===== src/rtl/vga_scan_engine.sv =====
// vga_scan_engine: VGA timing from per-segment parameters, with pixel coordinates and frame-buffer address for renderers.
// Also drives latency-aligned sync/blank/RGB to the DAC; defining VGA_TEST_PATTERN_EN swaps the colour source for an 8-bar pattern.
module vga_scan_engine #(
    parameter int   COLOR_DEPTH = 9,
    parameter int   H_ACTIVE    = 640,
    parameter int   H_FP        = 16,
    parameter int   H_SYNC      = 96,
    parameter int   H_BP        = 48,
    parameter int   V_ACTIVE    = 480,
    parameter int   V_FP        = 10,
    parameter int   V_SYNC      = 2,
    parameter int   V_BP        = 33,
    parameter logic HS_POL      = 1'b0,
    parameter logic VS_POL      = 1'b0,
    parameter int   PIPE_DELAY  = 2,
    parameter int   Mn          = 19,
    localparam int  H_TOTAL     = H_ACTIVE + H_FP + H_SYNC + H_BP,
    localparam int  V_TOTAL     = V_ACTIVE + V_FP + V_SYNC + V_BP,
    localparam int  XW          = $clog2(H_TOTAL),
    localparam int  YW          = $clog2(V_TOTAL)
) (
    input  logic                   vga_clock,
    input  logic                   reset,
    input  logic [COLOR_DEPTH-1:0] pixel_color,
    output logic [XW-1:0]          x,
    output logic [YW-1:0]          y,
    output logic [Mn-1:0]          memory_address,
    output logic                   frame_start,
    output logic                   line_start,
    output logic [7:0]             VGA_R,
    output logic [7:0]             VGA_G,
    output logic [7:0]             VGA_B,
    output logic                   VGA_HS,
    output logic                   VGA_VS,
    output logic                   VGA_BLANK_N,
    output logic                   VGA_SYNC_N,
    output logic                   VGA_CLK
);
    localparam int CB  = COLOR_DEPTH / 3;
    localparam int REP = (8 + CB - 1) / CB;
`ifdef VGA_TEST_PATTERN_EN
    localparam int SW = 6;
`else
    localparam int SW = 3;
`endif

    logic [XW-1:0] x_q, x_d;
    logic [YW-1:0] y_q, y_d;
    logic          x_wrap, active, hs_raw, vs_raw;
    logic [SW-1:0] s0, tap;
    logic [7:0]    src_r, src_g, src_b;
    logic [7:0]    r_q, g_q, b_q, r_d, g_d, b_d;
    logic          hs_q, vs_q, blank_q, hs_d, vs_d, blank_d;

    assign x_wrap = x_q == XW'(H_TOTAL - 1);

    always_comb begin
        x_d = x_wrap ? '0 : x_q + XW'(1);
        y_d = !x_wrap ? y_q : (y_q == YW'(V_TOTAL - 1) ? '0 : y_q + YW'(1));
    end

    always_ff @(posedge vga_clock) begin
        if (reset) begin
            x_q <= '0;
            y_q <= '0;
        end else begin
            x_q <= x_d;
            y_q <= y_d;
        end
    end

    assign active = x_q < XW'(H_ACTIVE) && y_q < YW'(V_ACTIVE);
    assign hs_raw = x_q >= XW'(H_ACTIVE + H_FP) && x_q <= XW'(H_ACTIVE + H_FP + H_SYNC - 1);
    assign vs_raw = y_q >= YW'(V_ACTIVE + V_FP) && y_q <= YW'(V_ACTIVE + V_FP + V_SYNC - 1);

    assign x              = x_q;
    assign y              = y_q;
    assign memory_address = active ? Mn'(32'(y_q) * H_ACTIVE + 32'(x_q)) : '0;
    assign frame_start    = x_q == '0 && y_q == '0;
    assign line_start     = x_q == '0 && y_q < YW'(V_ACTIVE);

`ifdef VGA_TEST_PATTERN_EN
    logic [2:0] bar;
    logic       unused_pix;
    assign bar        = 3'(32'(x_q) * 8 / H_ACTIVE);
    assign unused_pix = ^pixel_color;
    assign s0         = {bar, vs_raw, hs_raw, active};
`else
    assign s0 = {vs_raw, hs_raw, active};
`endif

    // Reset clears every stage so a mid-frame reset cannot leak stale pixels.
    generate
        if (PIPE_DELAY == 0) begin : g_direct
            assign tap = s0;
        end else begin : g_delay
            logic [SW-1:0] sr_q [PIPE_DELAY];
            always_ff @(posedge vga_clock) begin
                if (reset) begin
                    sr_q <= '{default: '0};
                end else begin
                    sr_q[0] <= s0;
                    for (int i = 1; i < PIPE_DELAY; i++) sr_q[i] <= sr_q[i-1];
                end
            end
            assign tap = sr_q[PIPE_DELAY-1];
        end
    endgenerate

    // MSB-first replication of a CB-bit component, truncated to 8 bits.
    function automatic logic [7:0] expand(input logic [CB-1:0] c);
        logic [CB*REP-1:0] rep;
        rep = {REP{c}};
        return rep[CB*REP-1 -: 8];
    endfunction

`ifdef VGA_TEST_PATTERN_EN
    assign src_r = {8{tap[5]}};
    assign src_g = {8{tap[4]}};
    assign src_b = {8{tap[3]}};
`else
    assign src_r = expand(pixel_color[3*CB-1:2*CB]);
    assign src_g = expand(pixel_color[2*CB-1:CB]);
    assign src_b = expand(pixel_color[CB-1:0]);
`endif

    always_comb begin
        blank_d = tap[0];
        hs_d    = tap[1] ? HS_POL : ~HS_POL;
        vs_d    = tap[2] ? VS_POL : ~VS_POL;
        r_d     = tap[0] ? src_r : '0;
        g_d     = tap[0] ? src_g : '0;
        b_d     = tap[0] ? src_b : '0;
    end

    always_ff @(posedge vga_clock) begin
        if (reset) begin
            hs_q    <= ~HS_POL;
            vs_q    <= ~VS_POL;
            blank_q <= 1'b0;
            r_q     <= '0;
            g_q     <= '0;
            b_q     <= '0;
        end else begin
            hs_q    <= hs_d;
            vs_q    <= vs_d;
            blank_q <= blank_d;
            r_q     <= r_d;
            g_q     <= g_d;
            b_q     <= b_d;
        end
    end

    assign VGA_R       = r_q;
    assign VGA_G       = g_q;
    assign VGA_B       = b_q;
    assign VGA_HS      = hs_q;
    assign VGA_VS      = vs_q;
    assign VGA_BLANK_N = blank_q;
    assign VGA_SYNC_N  = 1'b1;
    assign VGA_CLK     = vga_clock;
endmodule


===== config.mk =====
export PLATFORM = sky130hd
export DESIGN_NAME = vga_scan_engine
export DESIGN_NICKNAME = d
export VERILOG_FILES = /design/src/rtl/vga_scan_engine.sv
export SDC_FILE = /design/constraint.sdc
export NUM_CORES = 1
export LEC_CHECK = 0
export CAP_MARGIN = 20
export CORE_UTILIZATION = 25
export CTS_BUF_LIST = sky130_fd_sc_hd__clkbuf_16
export DETAILED_ROUTE_END_ITERATION = 8
export PLACE_DENSITY = 0.55
export SLEW_MARGIN = 20
export SYNTH_ARGS = -nofsm -noshare
export SYNTH_HDL_FRONTEND = slang
export SYNTH_SLANG_ARGS = --single-unit

===== constraint.sdc =====
create_clock -name vga_clock -period 5.7 [get_ports vga_clock]
set_input_delay 1.14 -clock vga_clock [delete_from_list [all_inputs] [get_ports vga_clock]]
set_output_delay 1.14 -clock vga_clock [all_outputs]
set_load 0.03 [all_outputs]

* After elaboration in Yosys (flattened, before gate mapping)
Cells that the tools add are included.
W data, S select, Z words.
** Cells by class
- $add $sub $neg :: 3
- Magnitude comparators :: 6
- Bitwise gates (word level) :: 1
- Multiply operators :: 1
- Reductions and logical operators :: 9
- Eq/ne operators :: 2
- Mux-type cells :: 4
** Operator list (count)
- $add A10 B1 Y10 const B :: 2
- $eq A10 B10 Y1 const B :: 2
- $logic_not A10 Y1 :: 2
- $add A19 B10 Y19 :: 1
- $mux W19 :: 1
- $mul A10 B3 Y12 const B :: 1
- $ge A10 B10 Y1 const B :: 1
- $ge A10 B9 Y1 const B :: 1
- $le A10 B10 Y1 const B :: 1
- $le A10 B9 Y1 const B :: 1
- $lt A10 B10 Y1 const B :: 1
- $lt A10 B9 Y1 const B :: 1
- $mux W10 :: 1
- $logic_and A1 B1 Y1 :: 5
- $reduce_or A2 Y1 :: 2
- $mux W1 :: 2
- $not A1 Y1 :: 1
** Storage, ports and cells
- Bits in registers :: 53
- Output and inout port bits :: 70

* Longest topological paths before layout
Gate-level depths: netlist of run 1.
- Depth after elaboration :: 3
- Depth in mapped cells :: 9

==> impl_metrics.py, run 1 <==
metrics = {
    "status": {
        "result_of_the_run": "finished, final reports clean",
    },
    "detailed_routing": {
        "via_per_inst": 4.42,
        "drt-total-wl_um": 5850,
        "route.vias.total": 2106,
        "firstDrtPassIters": 4,
        "first_iter_violations": 114,
        "postRouteAntennaNets": 0,
        "drc": 0,
        "route.detailed.wl_per_inst_um": 12.3,
    },
    "floorplan": {
        "initial_utilization": 0.260,
        "number_of_top_level_design_ports": 81,
        "core-area_mm2": 0.00933,
        "die_w_um": 101,
        "floorplan.die_area_mm2": 0.0101,
        "rows": 35,
        "fp.dieH_um": 101,
    },
    "timing": {
        "rsz_0062_raised_after_global_routing": "false",
        "tightestPinTransition_ns": 0.607,
        "worst_clock_skew_ns": 0.00218,
        "fin_ws_ns": 0.565,
        "hold-worst-slack_ns": 0.373,
        "final.period_utilization": 0.901,
        "fin_crit_ns": 5.13,
        "tns_ns": 0,
        "top_achievable_clock_speed_mhz": 195,
        "finalSetupViolations": 0,
        "report.final.hold_viol_count": 0,
        "final_max_slew_viol_count": 0,
        "maxSlewHeadroom": 0.594,
    },
    "layout": {
        "num-fill-cells": 966,
        "area_delta_synth_final_pct": 41.2,
        "drive_gt1_frac": 0.0431,
        "fin_nets": 384,
        "fin_area_mm2": 0.00343,
        "layout.area.seq_um2": 761,
        "antenna_diode_instance_count": 0,
        "multi_input_area_mm2": 0.00147,
    },
    "min_path": {
        "timing.hold.worst.start": "tap[2]",
        "hold_class": "flop to flop",
    },
    "synth": {
        "netlist_instances": 284,
        "synth.area.top_cells": "dfxtp_1 31%, ha_1 12%, nor2_1 6.6%",
        "synth.top_cell.area_share": 0.313,
        "yosys_warnings": 0,
        "syn-mean-instance-area_um2": 8.55,
        "yosys_register_bits": 38,
        "synth.net_count": 321,
        "post-synth-top-area-cell": "dfxtp_1",
        "synth_sequential_area_ratio": 0.313,
        "synth.lib_cells_used.distinct": 43,
        "syn-cell-area_mm2": 0.00243,
    },
    "clock_tree": {
        "cts-hold-fix-buffers": 0,
        "cts_resized": 0,
        "clk-insertion-delay-late_ns": 0.38,
        "postCtsSetupBuffers": 0,
        "tritoncts_clock_tree": "built",
        "cts.clk_slew.worst_paths_ns": 0.05,
    },
    "setup_path": {
        "type_of_the_worst_setup_path": "flop to output port",
        "critical-path-max-stage-delay_ns": 0.69,
        "cpMaxStageDelayCell": "clkdlybuf4s50_1",
        "timing.critical_path.cells": "ha_1, ha_1, fa_1, a21oi_1, o21bai_1, xor2_1, nand3_1, or3_1, a21oi_1, clkdlybuf4s50_1",
        "timing.critical_path.fanout_max": 11,
        "ff2ff_setup_slack_ns": 3.62,
        "timing.critical_path.to": "memory_address[17]",
        "depth_of_the_worst_register_to_register_path": 6,
        "timing.rr.start": "x[0]",
        "setup.worst_path.start": "y[1]",
        "timing.critical_path.to_type": "output port",
        "critPathLaunchType": "flop",
        "crit-reg2reg-capture": "y[7]",
        "data_required_critical_path_ns": 4.56,
        "worst_path_arrival_ns": 3.99,
    },
    "place": {
        "dpl_worst_slack_ns": 0.973,
        "detailed_place.area_mm2": 0.00322,
        "finalWeightedCongestion": 0.799,
        "buffer_ports.inserted": 79,
        "hpwl_um": 4460,
    },
    "global_routing": {
        "grt_usage": 0.123,
        "grt_antenna_before_repair": 0,
        "wire_length_of_the_first_global_routing_pass_um": 9380,
        "grt_pass1_vias": 1875,
        "globalRouteOverflowTotal": 0,
        "largest_net_degree_at_the_start_of_global_routing": 16,
    },
    "power": {
        "report.power.total_uw": 730,
        "cellPowerDensity_mw_per_mm2": 213,
        "ir_worst_vdd_mv": 0.112,
        "p_leak_uw": 0.00143,
    },
    "flow_run": {
        "max_cap_violations": 0,
    },
}
[sequential cells by signal, indices dropped and copies added, names as in the netlist]
register,cells
VGA_R,3
VGA_G,3
tap,3
g_delay.sr_q,3
x,10
y,10
VGA_BLANK_N,1
VGA_VS,1
VGA_HS,1
VGA_B,3
[worst max-delay path: cells and delay by family, from the launching register on]
kind	cells	cell delay, ns
flops	1	0.58
simple gates	2	0.57
fa+ha+maj	3	0.97
compound gates	3	0.51
xor+xnor	1	0.29
buf+inv	1	0.69
[report_power, final]
part | total (µW) | internal (µW) | switching [µW]
combinational | 64.3 | 28.5 | 35.9
sequential | 274 | 270 | 3.55
clock | 391 | 259 | 132
total | 730 | 558 | 171
[cells by family (layout without fill, tap and decap cells)]
logic type / Yosys count / after routing / share of synthesized area
compound gates: 29 / 29 / 0.0763
flops: 38 / 38 / 0.313
other cells: 1 / 1 / 0.00154
xor+xnor: 27 / 27 / 0.0974
fa+ha+maj: 26 / 26 / 0.140
mux: 1 / 1 / 0.00412
buf+inv: 34 / 98 / 0.0799
simple gates: 128 / 128 / 0.287
[final cells by class]
type                       count  area share
tap                          129      0.0471
multi-input combinational    212       0.430
clock buffer                   9      0.0613
sequential                    38       0.222
inverter                       8     0.00876
timing repair buffer          78       0.228
clock inverter                 3     0.00365
[routing by layer]
| layer | vias to the layer above | routed length (µm) | track usage |
|---|---|---|---|
| met1 | 928 | 2810 | 0.153 |
| li1 | 1087 | - | - |
| met3 | 9 | 392 | 0.0361 |
| met4 | 0 | 123 | 0.0803 |
| met2 | 82 | 2520 | 0.184 |
| met5 | - | 0 | 0 |
[synth_stat cells]
cell,count
nor2_1,43
xor2_1,18
nor2b_1,5
clkbuf_1,7
nor4b_2,1
nand4_1,8
nor4_1,2
nand3b_1,2
a211oi_1,1
a31oi_2,1
nor4_4,1
or3_1,6
conb_1,1
nor3b_1,2
buf_2,2
nand3_1,10
fa_1,2
nor3_1,7
a21o_1,3
or3b_1,2
and4_1,1
dfxtp_1,38
buf_4,17
mux2i_1,1
nand4_2,1
o211ai_1,1
inv_1,8
o21ai_0,6
a211oi_2,1
o2111ai_1,2
and2_1,16
nand2b_1,4
nand3_2,1
and3_1,4
nand2_1,10
xnor2_1,9
a21oi_1,8
o21bai_1,1
a22oi_1,1
nor4b_1,1
o21ai_1,4
or4_1,1
ha_1,24
[metrics by stage]
stage / util / instances
after floorplan: - / 284
after global placement: 0.345 / 466
after detailed placement: 0.345 / 466
after CTS: 0.368 / 477
after global routing: 0.368 / 477
final: 0.368 / 477
[worst min path at each step]
stage / endpoint / slack (ns) / depth (start not counted)
6_report: VGA_VS / 0.37 / 1
5_1_grt: VGA_VS / 0.39 / 1
4_1_cts: VGA_VS / 0.37 / 1
3_5_place_dp: VGA_VS / 0.36 / 1
3_3_place_gp: VGA_HS / 0.36 / 1
2_1_floorplan: VGA_HS / 0.36 / 1
[placed cells by master, fill, tap and decap left out, drive strengths merged, types with 3 or more instances in the layout]
master / instances
nor3: 7
nor2b: 5
a21oi: 8
nor4: 3
nand4: 9
nand2: 10
inv: 9
dfxtp: 38
nand2b: 4
a21o: 3
clkdlybuf4s50: 79
ha: 24
xnor2: 9
and2: 16
and3: 4
nand3: 11
o21ai: 10
clkbuf: 8
or3: 6
xor2: 18
nor2: 43
Note: power is estimated with default switching activity, not from simulation.
==> run 2, diff against run 1 <==
ABC_AREA = 0   (was not set)
==> results of run 2 <==
The final DEF is identical to that of run 1; final timing and power are the same.
==> run 3, diff against run 2 <==
ABC_CLOCK_PERIOD_IN_PS = 5700   (was not set)
==> results of run 3 <==
The final DEF is identical to that of run 1; final timing and power are the same.
